[config.mk]
export PLATFORM = sky130hd
export DESIGN_NAME = csa_group_accumulator
export DESIGN_NICKNAME = d
export VERILOG_FILES = /design/src/rtl/csa_group_accumulator.sv
export SDC_FILE = /design/constraint.sdc
export NUM_CORES = 1
export LEC_CHECK = 0
export BUFFER_PORTS_ARGS = -buffer_cell sky130_fd_sc_hd__clkbuf_2
export CAP_MARGIN = 25
export CORE_ASPECT_RATIO = 1.25
export CORE_MARGIN = 2
export CORE_UTILIZATION = 25
export DETAILED_ROUTE_END_ITERATION = 12
export GPL_TIMING_DRIVEN = 0
export HOLD_SLACK_MARGIN = 0.05
export PLACE_DENSITY = 0.4
export SYNTH_ARGS = -nofsm -noshare
export SYNTH_HDL_FRONTEND = slang
export SYNTH_SLANG_ARGS = --single-unit
[constraint.sdc]
create_clock -name clk -period 3.29 [get_ports clk]
set_input_delay 0 -clock clk [delete_from_list [all_inputs] [get_ports clk]]
set_output_delay 0 -clock clk [all_outputs]
set_load 0.005 [all_outputs]
[src/rtl/csa_group_accumulator.sv]
// Groups a stream of 10-bit operands into passes of up to eight, reduces each pass with a
// carry-save tree, resolves it with one carry-propagate add, and accumulates the group total.
module csa_group_accumulator #(
    parameter int ACC_W = 16,
    parameter int CNT_W = 8
) (
    input  logic             clk,
    input  logic             rst,
    input  logic             in_valid,
    output logic             in_ready,
    input  logic [9:0]       in_data,
    input  logic             in_last,
    output logic             out_valid,
    input  logic             out_ready,
    output logic [ACC_W-1:0] out_sum,
    output logic [CNT_W-1:0] out_count,
    output logic             out_ovf,
    output logic             busy
);

    typedef enum logic [1:0] {
        COLLECT  = 2'd0,
        COMPRESS = 2'd1,
        ACCUM    = 2'd2,
        DONE     = 2'd3
    } state_t;

    state_t           state_q, state_d;
    logic [7:0][9:0]  slots_q, slots_d;
    logic [2:0]       idx_q, idx_d;
    logic [ACC_W-1:0] acc_q, acc_d;
    logic [CNT_W-1:0] cnt_q, cnt_d;
    logic             ovf_q, ovf_d;
    logic             last_q, last_d;
    logic [12:0]      cs_a_q, cs_a_d;
    logic [12:0]      cs_b_q, cs_b_d;
    logic [12:0]      out1_s, out2_s;
    logic [13:0]      pass_s;
    logic [ACC_W:0]   acc_sum_s;

    // One 3:2 compressor level: returns {sum vector, carry vector}.
    function automatic logic [25:0] csa3(input logic [12:0] a, input logic [12:0] b,
                                         input logic [12:0] c);
        logic [12:0] s;
        logic [12:0] cy;
        s  = a ^ b ^ c;
        cy = ((a & b) | (a & c) | (b & c)) << 1'b1;
        return {s, cy};
    endfunction

    // Carry-save tree: eight slots plus the constant 4, so out1 + out2 = sum + 4 (mod 2^13).
    always_comb begin : csa_tree
        logic [12:0] s1, c1, s2, c2, s3, c3, s4, c4, s5, c5, s6, c6;
        {s1, c1}         = csa3({3'b000, slots_q[0]}, {3'b000, slots_q[1]}, {3'b000, slots_q[2]});
        {s2, c2}         = csa3({3'b000, slots_q[3]}, {3'b000, slots_q[4]}, {3'b000, slots_q[5]});
        {s3, c3}         = csa3({3'b000, slots_q[6]}, {3'b000, slots_q[7]}, 13'd4);
        {s4, c4}         = csa3(s1, c1, s2);
        {s5, c5}         = csa3(c2, s3, c3);
        {s6, c6}         = csa3(s4, c4, s5);
        {out1_s, out2_s} = csa3(s6, c6, c5);
    end

    // The pass total never exceeds 8184, so resolving it modulo 2^13 is exact.
    assign pass_s    = {1'b0, 13'(cs_a_q + cs_b_q - 13'd4)};
    assign acc_sum_s = {1'b0, acc_q} + {{(ACC_W - 13){1'b0}}, pass_s};

    assign in_ready  = (state_q == COLLECT) && !rst;
    assign out_valid = (state_q == DONE);
    assign out_sum   = acc_q;
    assign out_count = cnt_q;
    assign out_ovf   = ovf_q;
    assign busy      = !((state_q == COLLECT) && (idx_q == 3'd0) && (acc_q == '0));

    // Next-state and datapath update for the collect/compress/accumulate/present sequence.
    always_comb begin
        state_d = state_q;
        slots_d = slots_q;
        idx_d   = idx_q;
        acc_d   = acc_q;
        cnt_d   = cnt_q;
        ovf_d   = ovf_q;
        last_d  = last_q;
        cs_a_d  = cs_a_q;
        cs_b_d  = cs_b_q;
        case (state_q)
            COLLECT: begin
                if (in_valid && in_ready) begin
                    slots_d[idx_q] = in_data;
                    idx_d          = idx_q + 3'd1;
                    cnt_d          = cnt_q + {{(CNT_W - 1){1'b0}}, 1'b1};
                    last_d         = in_last;
                    if ((idx_q == 3'd7) || in_last) begin
                        state_d = COMPRESS;
                    end else begin
                        state_d = COLLECT;
                    end
                end else begin
                    state_d = COLLECT;
                end
            end
            COMPRESS: begin
                cs_a_d  = out1_s;
                cs_b_d  = out2_s;
                state_d = ACCUM;
            end
            ACCUM: begin
                acc_d   = acc_sum_s[ACC_W-1:0];
                ovf_d   = ovf_q | acc_sum_s[ACC_W];
                slots_d = '0;
                idx_d   = 3'd0;
                if (last_q) begin
                    state_d = DONE;
                end else begin
                    state_d = COLLECT;
                end
            end
            DONE: begin
                if (out_ready) begin
                    acc_d   = '0;
                    cnt_d   = '0;
                    ovf_d   = 1'b0;
                    state_d = COLLECT;
                end else begin
                    state_d = DONE;
                end
            end
            default: begin
                state_d = COLLECT;
            end
        endcase
    end

    // State and datapath registers; reset abandons any group in flight.
    always_ff @(posedge clk or posedge rst) begin
        if (rst) begin
            state_q <= COLLECT;
            slots_q <= '0;
            idx_q   <= 3'd0;
            acc_q   <= '0;
            cnt_q   <= '0;
            ovf_q   <= 1'b0;
            last_q  <= 1'b0;
            cs_a_q  <= 13'd0;
            cs_b_q  <= 13'd0;
        end else begin
            state_q <= state_d;
            slots_q <= slots_d;
            idx_q   <= idx_d;
            acc_q   <= acc_d;
            cnt_q   <= cnt_d;
            ovf_q   <= ovf_d;
            last_q  <= last_d;
            cs_a_q  <= cs_a_d;
            cs_b_q  <= cs_b_d;
        end
    end

endmodule

==> flow_summary.yaml <==
status:
  status: "complete, but fails checks"
  violations: "negative setup slack"
placement:
  dp_slack_ns: -0.389
  io_buffers: 32
  dpl.hpwl_microns: 16500
  finalWeightedCongestion: 0.759
yosys:
  synth_ff_type: "dfrtp_1"
  yosysUniqueCellTypes: 50
  netlist_instances: 816
  ys_ff_latch: 134
  synth_fp_nets: 943
  synth-edff-count: 0
  synth_area_sq_mm: 0.00843
  ys_seq_area_frac: 0.398
  yosysWarningCount: 0
  avgSynthCellArea_sq_um: 10.3
  synthArstFlopShare: 1.00
setup_path:
  cp-startpoint: "cs_b_q[3]$_DFFE_PP0N_"
  cp.arrival_ns: 3.66
  crit_slowest_cell: "dfrtp_1"
  crit_path_start_kind: "flop"
  cpPeakStageDelay_ns: 0.36
  end_kind: "flop"
  criticalPathCategory: "reg2reg"
  r2r-start: "cs_b_q[3]$_DFFE_PP0N_"
  crit_chain: "inv_2, ha_4, inv_2, ha_4, fa_2, a21o_1, a21oi_2, o21ai_1, o211ai_1, xnor2_1, ha_1, a21o_1, o21bai_4, a221o_1, a211o_1"
  crit_fanout: 4
  required_ns: 3.59
timing:
  fin_worst_skew_ns: 0.00843
  maxSlewHeadroom: 0.395
  min_period_over_period: 1.02
  grt_setup_unrepaired: "true"
  setup_viol: 2
  finalHoldViolCount: 0
  hold-worst-slack_ns: 0.0729
  fmax_mhz: 298
  drv_slew: 0
  tightest_slew_ns: 0.902
  min_period_ns: 3.35
  fin_ws_ns: -0.0625
drt:
  vias: 5799
  drtPass1Iterations: 6
  viasPerCell: 4.36
  routed_wl_microns: 21100
  wl_per_cell_microns: 15.9
  post-route-drc-count: 0
  drtAntennaViolNets: 0
  drt-initial-drc-count: 280
cells_and_area:
  nNetsFinal: 1022
  diodes: 0
  final_common_cell: "dfrtp_1"
  drive_above_1_share: 0.162
  syn2layout_area_growth_pct: 21.4
  layout_common_cells: "dfrtp_1, inv_1, nand2_1, nor2_1, mux2i_1"
grt:
  grt_first_pass_wirelength_microns: 35100
  grt_antenna_before_repair: 0
  grt_max_degree: 39
  grt_usage: 0.129
  grt_pass1_vias: 6280
  overflow: 0
cts:
  cts_buffers: 17
  clk_pin_slew_ns: 0.06
  cts_tree: "done"
  cts_root_buffer: "clkbuf_16"
  clock_sinks: 134
  clock_latency_ns: 0.42
  clockBufferDepth: 2
  h-tree-depth: 4
floorplanning:
  die_x_microns: 168
  rows: 75
  die_h_microns: 209
  core_sq_mm: 0.0334
  start_util: 0.252
  io_pins: 43
  die_area_sq_mm: 0.0352
pwr:
  vdd_drop_max_mv: 0.411
  power_leakage_nw: 5.15
  power_density_mw_per_mm2: 1090
hold_path:
  hold_path_class: "in2async"
job:
  cap_violations: 0
cell usage after synthesis (2+ instances only):
library cell / number / area share
or4_1: 2 / 0.0018
fa_1: 59 / 0.14
or3_1: 6 / 0.0045
and3_1: 6 / 0.0045
o21ai_0: 19 / 0.011
a21oi_1: 43 / 0.026
mux2_2: 23 / 0.031
nor2b_1: 3 / 0.0022
nand2b_1: 2 / 0.0015
mux2i_1: 64 / 0.076
xnor2_1: 9 / 0.0094
o21bai_1: 4 / 0.0036
a21boi_0: 3 / 0.0027
inv_1: 106 / 0.047
nand3_1: 14 / 0.0083
buf_1: 2 / 0.00089
buf_2: 9 / 0.0053
nor3_1: 3 / 0.0018
xor2_1: 9 / 0.0094
nand4_1: 10 / 0.0074
nor3b_1: 6 / 0.0053
a211o_1: 2 / 0.0021
dfrtp_1: 134 / 0.40
nor2_1: 75 / 0.033
o31ai_1: 3 / 0.0027
o211ai_1: 4 / 0.0036
nor4_1: 7 / 0.0052
ha_1: 53 / 0.079
o21a_1: 3 / 0.0027
a21o_1: 5 / 0.0045
buf_4: 3 / 0.0027
clkbuf_1: 26 / 0.012
nand2_1: 82 / 0.037
per-stage QoR:
stage | power (mW) | TNS [ns] | std cells | instance area (sq um) | utilization
finish | 11.1 | -0.0678 | 1331 | 10200 | 0.306
detailed placement | 8.22 | -2.02 | 1275 | 9210 | 0.276
CTS | 11.0 | -0.192 | 1329 | 10100 | 0.304
floorplan | 6.63 | 0 | 816 | 8440 | -
global route | 12.2 | -0.894 | 1331 | 10200 | 0.306
global placement | 8.21 | -2.02 | 1271 | 9130 | 0.273
logic make-up after synthesis:
group                      after synthesis  synth area share
buffers and inverters                  146            0.0677
xor gates and xnor gates                18            0.0187
muxes                                   87             0.107
and+or+nand+nor                        221             0.119
adders and majority gates              112             0.219
DFF                                    134             0.398
AOI/OAI and AO/OA                       98            0.0713
flip-flops by register name, indices dropped and copies added, names as in the netlist:
register and count:
idx_q 3, slots_q 80, state_q 2, cs_b_q 11
last_q 1, cs_a_q 12, out_count 8, out_sum 16
out_ovf 1
path summary, 6_finish.rpt:
| check | to | slack (ns) | depth (start not counted) |
|---|---|---|---|
| setup reg to reg | out_sum[12]$_DFFE_PP0P_ | -0.06 | 15 |
| max in group asynchronous | out_sum[9]$_DFFE_PP0P_ | 2.28 | 6 |
| hold reg to reg | cs_a_q[5]$_DFFE_PP0N_ | 0.50 | 1 |
| min in group clk | state_q[0]$_DFF_PP0_ | 0.38 | 4 |
| hold / removal | out_count[2]$_DFFE_PP0P_ | 0.07 | 3 |
| setup / recovery | out_sum[12]$_DFFE_PP0P_ | -0.06 | 15 |
where the power goes:
group	total (mW)	switching, mW	internal, mW
Sequential	2.42	0.370	2.05
Combinational	6.66	3.74	2.92
Clock	2.03	0.757	1.28
critical path, delay by kind of cell (launching register included):
family	cells	cell delay, ns
buffers and inverters	2	0.09
adders and majority gates	4	1.06
DFF	1	0.36
xor gates and xnor gates	1	0.21
AOI/OAI and AO/OA	8	1.50
per-layer routing:
layer  vias up  global-route usage  part of all wire
met5         -                   0                 0
li1       2842                   -                 -
met2        69               0.232              0.52
met1      2871               0.158              0.45
met4         0              0.0378             0.013
met3        17              0.0224             0.022
timing repair:
item | in CTS | in global routing
pin swaps | 24 | 17
hold endpoints to repair | 129 | 0
buffers inserted | 7 | 2
hold buffers | 15 | 0
resized for setup | 28 | 17
setup endpoints to repair | 7 | 10
layout make-up:
class	instances	area (sq um)
Inverter	106	402
Sequential cell	134	3350
Fill cell	3525	23200
Multi-Input combinational cell	536	4670
Buffer	40	186
Tap cell	423	529
Clock inverter	10	144
Timing Repair Buffer	60	458
Clock buffer	22	484
Power figures use the tool's default switching activity.
